File: src/rtl/spi_burst_pkg.sv
// Shared types and widths for the SPI burst sequencer and its FIFOs.
package spi_burst_pkg;

    localparam int SPI_DW = 8;

    typedef enum logic [2:0] {
        IDLE  = 3'd0,
        SETUP = 3'd1,
        ISSUE = 3'd2,
        WAIT  = 3'd3,
        HOLD  = 3'd4
    } state_t;

endpackage

File: src/rtl/spi_sync_fifo.sv
// Single-clock FIFO with a directly visible head; push is dropped when full, pop when empty.
module spi_sync_fifo #(
    parameter int  DW    = 8,
    parameter int  DEPTH = 16,
    localparam int AW    = $clog2(DEPTH),
    localparam int CW    = $clog2(DEPTH + 1)
) (
    input  logic          clk_i,
    input  logic          rst_ni,
    input  logic          push_i,
    input  logic [DW-1:0] din_i,
    input  logic          pop_i,
    output logic [DW-1:0] dout_o,
    output logic          full_o,
    output logic          empty_o,
    output logic [CW-1:0] count_o
);

    logic [DW-1:0] mem_q [DEPTH];
    logic [AW-1:0] wr_ptr_q, wr_ptr_d;
    logic [AW-1:0] rd_ptr_q, rd_ptr_d;
    logic [CW-1:0] count_q, count_d;
    logic          do_push;
    logic          do_pop;

    assign full_o  = (count_q == CW'(DEPTH));
    assign empty_o = (count_q == '0);
    assign count_o = count_q;
    assign dout_o  = mem_q[rd_ptr_q];

    assign do_push = push_i & ~full_o;
    assign do_pop  = pop_i & ~empty_o;

    // Pointers wrap naturally because DEPTH is a power of two.
    always_comb begin
        wr_ptr_d = wr_ptr_q + AW'(do_push);
        rd_ptr_d = rd_ptr_q + AW'(do_pop);
        count_d  = count_q + CW'(do_push) - CW'(do_pop);
    end

    always_ff @(posedge clk_i or negedge rst_ni) begin
        if (!rst_ni) begin
            wr_ptr_q <= '0;
            rd_ptr_q <= '0;
            count_q  <= '0;
        end else begin
            wr_ptr_q <= wr_ptr_d;
            rd_ptr_q <= rd_ptr_d;
            count_q  <= count_d;
        end
    end

    always_ff @(posedge clk_i) begin
        if (do_push) begin
            mem_q[wr_ptr_q] <= din_i;
        end
    end

endmodule

File: src/rtl/spi_burst_ctrl.sv
// Burst sequencer in front of an SPI master: admits N-byte bursts, frames them with
// slave select and collects the received bytes into an RX FIFO.
module spi_burst_ctrl
    import spi_burst_pkg::*;
#(
    parameter int  DEPTH    = 16,
    parameter int  SS_SETUP = 2,
    parameter int  SS_HOLD  = 2,
    localparam int LW       = $clog2(DEPTH + 1)
) (
    input  logic              clk_i,
    input  logic              reset_i,
    input  logic [SPI_DW-1:0] tx_data_i,
    input  logic              tx_valid_i,
    output logic              tx_ready_o,
    input  logic              go_i,
    input  logic [LW-1:0]     len_i,
    output logic              busy_o,
    output logic              done_o,
    output logic              err_o,
    output logic [SPI_DW-1:0] rx_data_o,
    output logic              rx_valid_o,
    input  logic              rx_ready_i,
    output logic              ss_n_o,
    output logic [SPI_DW-1:0] spi_din_o,
    output logic              spi_start_o,
    input  logic              spi_ready_i,
    input  logic              spi_done_tick_i,
    input  logic [SPI_DW-1:0] spi_dout_i
);

    localparam int CMAX = (SS_SETUP > SS_HOLD) ? SS_SETUP : SS_HOLD;
    localparam int CW   = $clog2(CMAX + 1);

    state_t            state_q, state_d;
    logic [LW-1:0]     rem_q, rem_d;
    logic [CW-1:0]     cnt_q, cnt_d;
    logic              ss_n_q, ss_n_d;
    logic              start_q, start_d;
    logic              done_q, done_d;
    logic              err_q, err_d;
    logic              busy_q, busy_d;
    logic [SPI_DW-1:0] din_q, din_d;

    logic              tx_pop, tx_full, tx_empty;
    logic              rx_push, rx_full, rx_empty;
    logic [SPI_DW-1:0] tx_head;
    logic [LW-1:0]     tx_count, rx_count, rx_free;
    logic              admit;

    spi_sync_fifo #(.DW(SPI_DW), .DEPTH(DEPTH)) u_tx_fifo (
        .clk_i   (clk_i),
        .rst_ni  (reset_i),
        .push_i  (tx_valid_i),
        .din_i   (tx_data_i),
        .pop_i   (tx_pop),
        .dout_o  (tx_head),
        .full_o  (tx_full),
        .empty_o (tx_empty),
        .count_o (tx_count)
    );

    spi_sync_fifo #(.DW(SPI_DW), .DEPTH(DEPTH)) u_rx_fifo (
        .clk_i   (clk_i),
        .rst_ni  (reset_i),
        .push_i  (rx_push),
        .din_i   (spi_dout_i),
        .pop_i   (rx_ready_i),
        .dout_o  (rx_data_o),
        .full_o  (rx_full),
        .empty_o (rx_empty),
        .count_o (rx_count)
    );

    assign tx_ready_o = ~tx_full;
    assign rx_valid_o = ~rx_empty;
    assign rx_free    = rx_full ? '0 : LW'(DEPTH) - rx_count;
    assign admit      = (len_i != '0) && !tx_empty && (tx_count >= len_i) && (rx_free >= len_i);

    always_comb begin
        state_d = state_q;
        rem_d   = rem_q;
        cnt_d   = cnt_q;
        ss_n_d  = ss_n_q;
        din_d   = din_q;
        start_d = 1'b0;
        done_d  = 1'b0;
        err_d   = 1'b0;
        tx_pop  = 1'b0;
        rx_push = 1'b0;
        case (state_q)
            IDLE: begin
                if (go_i) begin
                    if (admit) begin
                        rem_d  = len_i;
                        ss_n_d = 1'b0;
                        // The start is registered out of ISSUE, so setup counts one cycle fewer.
                        if (SS_SETUP == 1) begin
                            state_d = ISSUE;
                        end else begin
                            state_d = SETUP;
                            cnt_d   = CW'(SS_SETUP - 2);
                        end
                    end else begin
                        err_d = 1'b1;
                    end
                end
            end
            SETUP: begin
                if (cnt_q == '0) state_d = ISSUE;
                else             cnt_d   = cnt_q - 1'b1;
            end
            ISSUE: begin
                if (spi_ready_i) begin
                    start_d = 1'b1;
                    din_d   = tx_head;
                    tx_pop  = 1'b1;
                    state_d = WAIT;
                end
            end
            WAIT: begin
                if (spi_done_tick_i) begin
                    rx_push = 1'b1;
                    rem_d   = rem_q - 1'b1;
                    if (rem_q == LW'(1)) begin
                        cnt_d   = CW'(SS_HOLD - 1);
                        state_d = HOLD;
                    end else begin
                        state_d = ISSUE;
                    end
                end
            end
            HOLD: begin
                if (cnt_q == '0) begin
                    ss_n_d  = 1'b1;
                    done_d  = 1'b1;
                    state_d = IDLE;
                end else begin
                    cnt_d = cnt_q - 1'b1;
                end
            end
            default: state_d = IDLE;
        endcase
        busy_d = (state_d != IDLE);
    end

    always_ff @(posedge clk_i or negedge reset_i) begin
        if (!reset_i) begin
            state_q <= IDLE;
            rem_q   <= '0;
            cnt_q   <= '0;
            ss_n_q  <= 1'b1;
            start_q <= 1'b0;
            done_q  <= 1'b0;
            err_q   <= 1'b0;
            busy_q  <= 1'b0;
            din_q   <= '0;
        end else begin
            state_q <= state_d;
            rem_q   <= rem_d;
            cnt_q   <= cnt_d;
            ss_n_q  <= ss_n_d;
            start_q <= start_d;
            done_q  <= done_d;
            err_q   <= err_d;
            busy_q  <= busy_d;
            din_q   <= din_d;
        end
    end

    assign ss_n_o      = ss_n_q;
    assign spi_start_o = start_q;
    assign spi_din_o   = din_q;
    assign done_o      = done_q;
    assign err_o       = err_q;
    assign busy_o      = busy_q;

endmodule

File: config.mk
export PLATFORM = sky130hd
export DESIGN_NAME = spi_burst_ctrl
export DESIGN_NICKNAME = d
export VERILOG_FILES = /design/src/rtl/spi_burst_pkg.sv /design/src/rtl/spi_sync_fifo.sv /design/src/rtl/spi_burst_ctrl.sv
export SDC_FILE = /design/constraint.sdc
export NUM_CORES = 1
export LEC_CHECK = 0
export ABC_CLOCK_PERIOD_IN_PS = 2800
export BUFFER_PORTS_ARGS = -buffer_cell sky130_fd_sc_hd__clkbuf_2
export CAP_MARGIN = 0
export CORE_ASPECT_RATIO = 0.5
export CORE_MARGIN = 10
export CORE_UTILIZATION = 35
export DETAILED_ROUTE_END_ITERATION = 12
export GPL_TIMING_DRIVEN = 0
export SYNTH_ARGS = -nofsm -noshare
export SYNTH_HDL_FRONTEND = slang
export SYNTH_HIERARCHICAL = 1
export SYNTH_SLANG_ARGS = --single-unit
export TNS_END_PERCENT = 10
File: constraint.sdc
create_clock -name clk_i -period 2.8 [get_ports clk_i]
set_input_delay 0.28 -clock clk_i [delete_from_list [all_inputs] [get_ports clk_i]]
set_output_delay 0.28 -clock clk_i [all_outputs]
set_load 0.02 [all_outputs]
==> results of run 1 <==
==> cell usage after synthesis (7+ instances only) <==
library cell | instances | area share [%]
nand2b_1 | 11 | 0.53
mux2i_1 | 66 | 5.0
o21ai_0 | 20 | 0.76
xnor2_1 | 9 | 0.60
nand3_1 | 7 | 0.27
mux4_2 | 32 | 5.5
a21oi_1 | 13 | 0.50
buf_2 | 10 | 0.38
a22oi_1 | 16 | 0.92
edfxtp_1 | 256 | 59
dfrtp_1 | 48 | 9.2
nand2_1 | 35 | 1.0
inv_1 | 33 | 0.95
nor3_1 | 16 | 0.61
nor2_1 | 38 | 1.1
buf_6 | 8 | 0.69
nor2b_1 | 7 | 0.33
mux2_2 | 9 | 0.77
a221oi_1 | 28 | 1.9
ha_1 | 34 | 3.2
xor2_1 | 11 | 0.74
clkbuf_1 | 8 | 0.23
==> area by class of cell <==
class / count / area [um2]
clock inverter: 17 / 134
multi-input combinational: 419 / 3850
sequential: 305 / 8920
inverter: 35 / 131
clock buffer: 36 / 752
timing repair buffer: 65 / 378
buffer: 38 / 337
fill: 3329 / 21300
tap: 484 / 606
==> layout by cell type (no fill, tap or decap), drive strengths merged, types with 11 or more instances in the layout <==
cell | netlist | final
xor2 | 11 | 11
clkinv | 0 | 12
ha | 34 | 34
buf | 30 | 44
nand2 | 36 | 36
nor3 | 19 | 19
a221oi | 32 | 32
a21oi | 15 | 15
dfrtp | 48 | 48
mux4 | 32 | 32
o21ai | 20 | 20
nand2b | 11 | 11
edfxtp | 256 | 256
a22oi | 16 | 16
mux2i | 66 | 66
clkbuf | 8 | 94
inv | 35 | 35
nor2 | 38 | 38
==> layer usage <==
| metal | up-vias | share of wire [%] | GRT usage (%) |
|---|---|---|---|
| li1 | 3294 | - | - |
| met1 | 3619 | 42 | 14.9 |
| met2 | 149 | 52 | 21.6 |
| met3 | 35 | 3.9 | 1.84 |
| met4 | 0 | 1.8 | 2.80 |
| met5 | - | 0 | 0 |
==> logic make-up after synthesis <==
kind of cell / Yosys count / synth area share, %
multiplexers: 107 / 11.3
flip-flops: 305 / 68.1
buffers and inverters: 73 / 3.49
adder cells (fa/ha/maj): 36 / 3.55
AND/OR/NAND/NOR: 149 / 6.08
XOR/XNOR: 20 / 1.34
AO/OA/AOI/OAI: 107 / 6.16
==> sequential cells by signal, summed over array words and instances, names as in the netlist <==
register / flops
busy_o: 1
cnt_q: 2
done_o: 1
err_o: 1
rem_q: 5
spi_din_o: 8
spi_start_o: 1
ss_n_o: 1
state_q: 3
u_rx_fifo/count_o: 5
u_rx_fifo/mem_q: 128
u_rx_fifo/rd_ptr_q: 4
u_rx_fifo/wr_ptr_q: 4
u_tx_fifo/count_o: 5
u_tx_fifo/mem_q: 128
u_tx_fifo/rd_ptr_q: 4
u_tx_fifo/wr_ptr_q: 4
==> how the worst max path moves through the flow <==
stage,startpoint,to,slack [ps]
final,u_rx_fifo/rd_ptr_q[2],rx_data_o[4],120
after global routing,u_rx_fifo/rd_ptr_q[2],rx_data_o[4],9
after CTS,state_q[0],u_tx_fifo/count_o[4],-80
after detailed placement,state_q[1],u_rx_fifo/mem_q[3][3],-300
after global placement,state_q[1],u_rx_fifo/mem_q[3][3],-260
after floorplan,state_q[1],u_tx_fifo/count_o[4],270
==> tightest hold or removal path, stage by stage <==
cell and delay, ps:
clkbuf_2 150, nand2_1 110, a21oi_1 40
==> through the flow <==
step           worst slack (ps)  hold slack, ps  std cells  utilization [%]
6_report                    125            69.8       1399             41.5
3_3_place_gp               -263             495       1331             38.3
2_1_floorplan               266           -15.6        797                -
5_1_grt                    8.92            86.9       1399             41.5
3_5_place_dp               -300             496       1331             38.3
4_1_cts                   -75.9            52.8       1384             40.9
==> power breakdown <==
| part | internal [mW] | switching, mW | total (mW) |
|---|---|---|---|
| combinational | 2.60 | 3.49 | 6.09 |
| sequential | 5.57 | 0.330 | 5.90 |
| clock | 2.08 | 1.62 | 3.70 |
==> repair_timing <==
action                     in CTS  in global routing
resized for setup              13                 19
setup endpoints to repair      86                139
setup buffers                   0                 13
hold buffers                    0                  1
pin swaps                       0                  4
hold endpoints to repair        0                 48
==> impl_metrics.json, run 1 <==
{
  "gr-total-overflow": 0,
  "rsz0062_at_grt": "false",
  "drt_iter0_drc": 560,
  "antenna_found_initial": 0,
  "crit_cells": 8,
  "die_w_um": 294,
  "drc": 0,
  "stdcell_area_um2": 15100,
  "r2r_slack_ps": 150,
  "gp_congestion": 0.812,
  "grt_max_degree": 50,
  "dieArea_um2": 46000,
  "worstPathArrival_ps": 2400,
  "crit_top_cell": "buf_6",
  "ys_types": 65,
  "grt_pass1_vias": 7202,
  "wl_per_cell_um": 19.6,
  "hold_start": "go_i",
  "yosys_warnings": 6,
  "p_leak_nw": 5.48,
  "dpl_cell_area_um2": 14000,
  "synth_flop_cell": "edfxtp_1",
  "crit_path_max_fanout": 10,
  "first_pass_iters": 5,
  "fin_nets": 957,
  "dieHeight_um": 157,
  "r2r_end": "cnt_q[1]",
  "power_density_nw_per_um2": 1040,
  "syn_inst": 797,
  "r2r_cells": 11,
  "synth_edf_count": 256,
  "worstPathRequired_ps": 2520,
  "status": "finished clean",
  "grt_pass1_wl_mm": 42.9,
  "path_delay_family": "buffers and inverters",
  "tritoncts": "yes",
  "rows": 49,
  "vias": 7097,
  "track_usage_pct": 12.0,
  "path_class": "reg -> out",
  "holdPathEnd": "err_o",
  "fin_tns_setup_ps": 0,
  "initial_utilization_pct": 36.0,
  "clk_latency_ps": 550,
  "drv_cap": 0,
  "fin_crit_sh_pct": 95.5,
  "cts_buffers": 29,
  "min_period_ps": 2680,
  "clockBufferDepth": 3,
  "crit_chain": "buf_2, and2_4, buf_6, buf_6, a221oi_1, a22oi_1, nand2_1, clkbuf_2",
  "syn_nets": 861,
  "seq_area_frac_synth_pct": 68.1,
  "syn_avg_cell_area_um2": 16.4,
  "holdPathStages": 3,
  "via_per_inst": 5.07,
  "worstMarginPinSlew_ps": 881,
  "slew-limit-headroom_pct": 41.1,
  "cpPeakStageDelay_ps": 420,
  "slowest_stage": "a221oi_1",
  "htreeDepth": 1,
  "cts_root_buffer": "clkbuf_16",
  "n_antenna_cell": 0,
  "cp-end-kind": "output pin",
  "p_total_mw": 15.7,
  "ir_drop_mv": 0.460,
  "wirelength_mm": 27.4,
  "drive_gt1_share_pct": 24.3,
  "ant_nets": 0,
  "fmax_ghz": 0.374,
  "synth_seq_cells": 305,
  "reg2reg_from": "u_rx_fifo/count_o[3]",
  "ys_async_sr_fraction_pct": 16.1,
  "synthToLayoutAreaGrowth_pct": 15.3,
  "fp.coreArea_um2": 36400,
  "clkTransAtPathRegs_ps": 60,
  "crit_buf_inv": 4,
  "worst_hold_path_type": "in -> reg",
  "dpl.hpwl_mm": 18.3,
  "hold_viol": 0,
  "worstSetupStartpointType": "flip-flop",
  "setup_viol": 0,
  "io-pin-count": 51,
  "slew_viol_final": 0,
  "netlist_area_um2": 13100,
  "portBuffers": 50,
  "clock-sinks": 305,
  "fin_skew_ps": 9.82
}
Power figures use the tool's default switching activity.
==> run 2, diff against run 1 <==
--- a/config.mk
+++ b/config.mk
@@ -13,6 +13,7 @@
 export CORE_UTILIZATION = 35
 export DETAILED_ROUTE_END_ITERATION = 12
 export GPL_TIMING_DRIVEN = 0
+export SETUP_SLACK_MARGIN = 0.4
 export SYNTH_ARGS = -nofsm -noshare
 export SYNTH_HDL_FRONTEND = slang
 export SYNTH_HIERARCHICAL = 1
==> run 2 against run 1 <==
Register-to-register slack improved by 200 ps. Final area increased by 3.7%. Sequential share of layout area decreased by 2.1 points. Clock-buffer cell count increased by 1. Sequential power about the same. Largest cell class unchanged. Final cell count increased by 0.93%. Non-clock buffer count increased by 14. Combinational power increased by 14%. Global-route usage increased by 0.069 points. Highest routed layer unchanged. Flip-flop and latch count unchanged. Wire length increased by 3.3%. Critical endpoint is now rx_data_o[5].
==> impl_metrics.json, run 2 (synthesis results as in run 1) <==
{
  "status": "finished clean",
  "worstSetupStartpointType": "flip-flop",
  "drc": 0,
  "grt_max_degree": 50,
  "dieArea_um2": 46000,
  "path_delay_family": "buffers and inverters",
  "holdPathEnd": "err_o",
  "reg2reg_from": "u_tx_fifo/count_o[2]",
  "fillers": 3201,
  "cpPeakStageDelay_ps": 390,
  "gp_congestion": 0.785,
  "use_met2_pct": 21.8,
  "rows": 49,
  "initial_utilization_pct": 36.0,
  "slew-limit-headroom_pct": 44.9,
  "grt_pass1_vias": 7384,
  "layout_setup_ws_ps": 249,
  "dpl.hpwl_mm": 18.8,
  "vias": 7163,
  "cts_root_buffer": "clkbuf_16",
  "power_density_nw_per_um2": 1070,
  "hold_ws_ps": 68.5,
  "cts_buffers": 29,
  "stdcell_area_um2": 15700,
  "most-common-layout-cells": "edfxtp_1 (256), mux2i_1 (59), dfrtp_1 (46), clkbuf_2 (44), nand2_1 (35)",
  "r2r_end": "u_tx_fifo/mem_q[11][7]",
  "fin_nets": 971,
  "crit_cells": 8,
  "crit_buf_inv": 4,
  "wl_per_cell_um": 20.1,
  "worstPathRequired_ps": 2520,
  "io-pin-count": 51,
  "worst_hold_path_type": "in -> reg",
  "hold_viol": 0,
  "ir_drop_mv": 0.420,
  "fin_crit_sh_pct": 91.1,
  "p_leak_nw": 5.63,
  "clk_latency_ps": 550,
  "fp.coreArea_um2": 36400,
  "drt_iter0_drc": 385,
  "grt_util_met1_pct": 14.5,
  "clkTransAtPathRegs_ps": 70,
  "fin_skew_ps": 10.1,
  "r2r_cells": 7,
  "wirelength_mm": 28.3,
  "setup_viol": 0,
  "holdPathStages": 3,
  "gr-total-overflow": 0,
  "rsz0062_at_grt": "true",
  "drv_cap": 0,
  "post-place-ws_ps": -204,
  "portBuffers": 50,
  "antenna_found_initial": 0,
  "dp_cells": 1331,
  "hold_start": "go_i",
  "fmax_ghz": 0.392,
  "synthToLayoutAreaGrowth_pct": 19.6,
  "final_util_pct": 43.0,
  "drive_gt1_share_pct": 29.4,
  "fin_tns_setup_ps": 0,
  "via_per_inst": 5.07,
  "r2r_slack_ps": 350,
  "worstPathArrival_ps": 2270,
  "worstMarginPinSlew_ps": 823,
  "cp-end-kind": "output pin",
  "use_met3_pct": 2.10,
  "dpl_cell_area_um2": 14000,
  "path_class": "reg -> out",
  "crit_chain": "buf_6, and2_4, buf_8, buf_12, a221oi_2, o21ai_1, nand2_1, buf_2",
  "finalNonFillerCells": 1412,
  "slew_viol_final": 0,
  "n_antenna_cell": 0,
  "clock-sinks": 305,
  "dieHeight_um": 157,
  "ant_nets": 0,
  "min_period_ps": 2550,
  "final_common_cell": "edfxtp_1",
  "grt_busiest_layer": "met2",
  "track_usage_pct": 12.0,
  "slowest_stage": "dfrtp_1",
  "crit_path_max_fanout": 9,
  "clockBufferDepth": 3,
  "first_pass_iters": 5,
  "grt_pass1_wl_mm": 43.4,
  "tritoncts": "yes",
  "p_total_mw": 16.8,
  "htreeDepth": 1,
  "die_w_um": 294
}
run 2: cell count changes in the layout (fill, tap and decap cells not counted), sizes merged:
cell,delta
bufinv,+2
clkinv,-2
buf,+17
clkbuf,-2
clkinvlp,-2
run 2: how the worst max path moves through the flow:
stage | from | slack [ps] | end
after floorplan | state_q[1] | 280 | u_tx_fifo/count_o[4]
after global placement | state_q[1] | -160 | u_rx_fifo/mem_q[1][6]
after detailed placement | state_q[1] | -200 | u_tx_fifo/count_o[4]
after CTS | u_rx_fifo/rd_ptr_q[0] | 210 | rx_data_o[1]
after global routing | u_rx_fifo/rd_ptr_q[0] | 160 | rx_data_o[5]
final | u_rx_fifo/rd_ptr_q[1] | 250 | rx_data_o[5]
run 2: layout make-up:
| class | instances | area (um2) | area share (%) |
|---|---|---|---|
| clock buffers | 37 | 756 | 4.82 |
| well taps | 484 | 606 | 3.87 |
| clock inverters | 15 | 176 | 1.13 |
| inverters | 35 | 135 | 0.863 |
| flip-flops and latches | 305 | 8920 | 56.9 |
| plain buffers | 38 | 394 | 2.52 |
| repair buffers | 79 | 559 | 3.57 |
| multi-input cells | 419 | 4120 | 26.3 |
run 2: what timing repair did:
action	4_1_cts	5_1_grt
buffers inserted	12	12
cloned	0	3
pin swaps	9	21
resized for setup	58	58
hold buffers	0	1
endpoints found under the hold margin	0	22
endpoints found under the setup margin	282	272
run 2: routing by layer:
layer	wire (um)	up-vias
li1	-	3323
met3	1030	41
met5	0	-
met4	684	0
met2	14800	137
met1	11800	3662
run 2: power by group:
| part | leakage, nW | total (mW) | switching [mW] | internal (mW) |
|---|---|---|---|---|
| Combinational | 2.29 | 6.95 | 3.82 | 3.13 |
| Clock | 0.455 | 3.89 | 1.62 | 2.27 |
| Sequential | 2.88 | 5.91 | 0.337 | 5.58 |
run 2: worst reg2reg max path, cell delays in order, from the launching register on:
cell,delay (ps)
dfrtp_1,370
inv_1,80
ha_2,190
and4bb_1,210
nand2b_4,160
inv_2,80
nand3_1,290
nor2_1,700
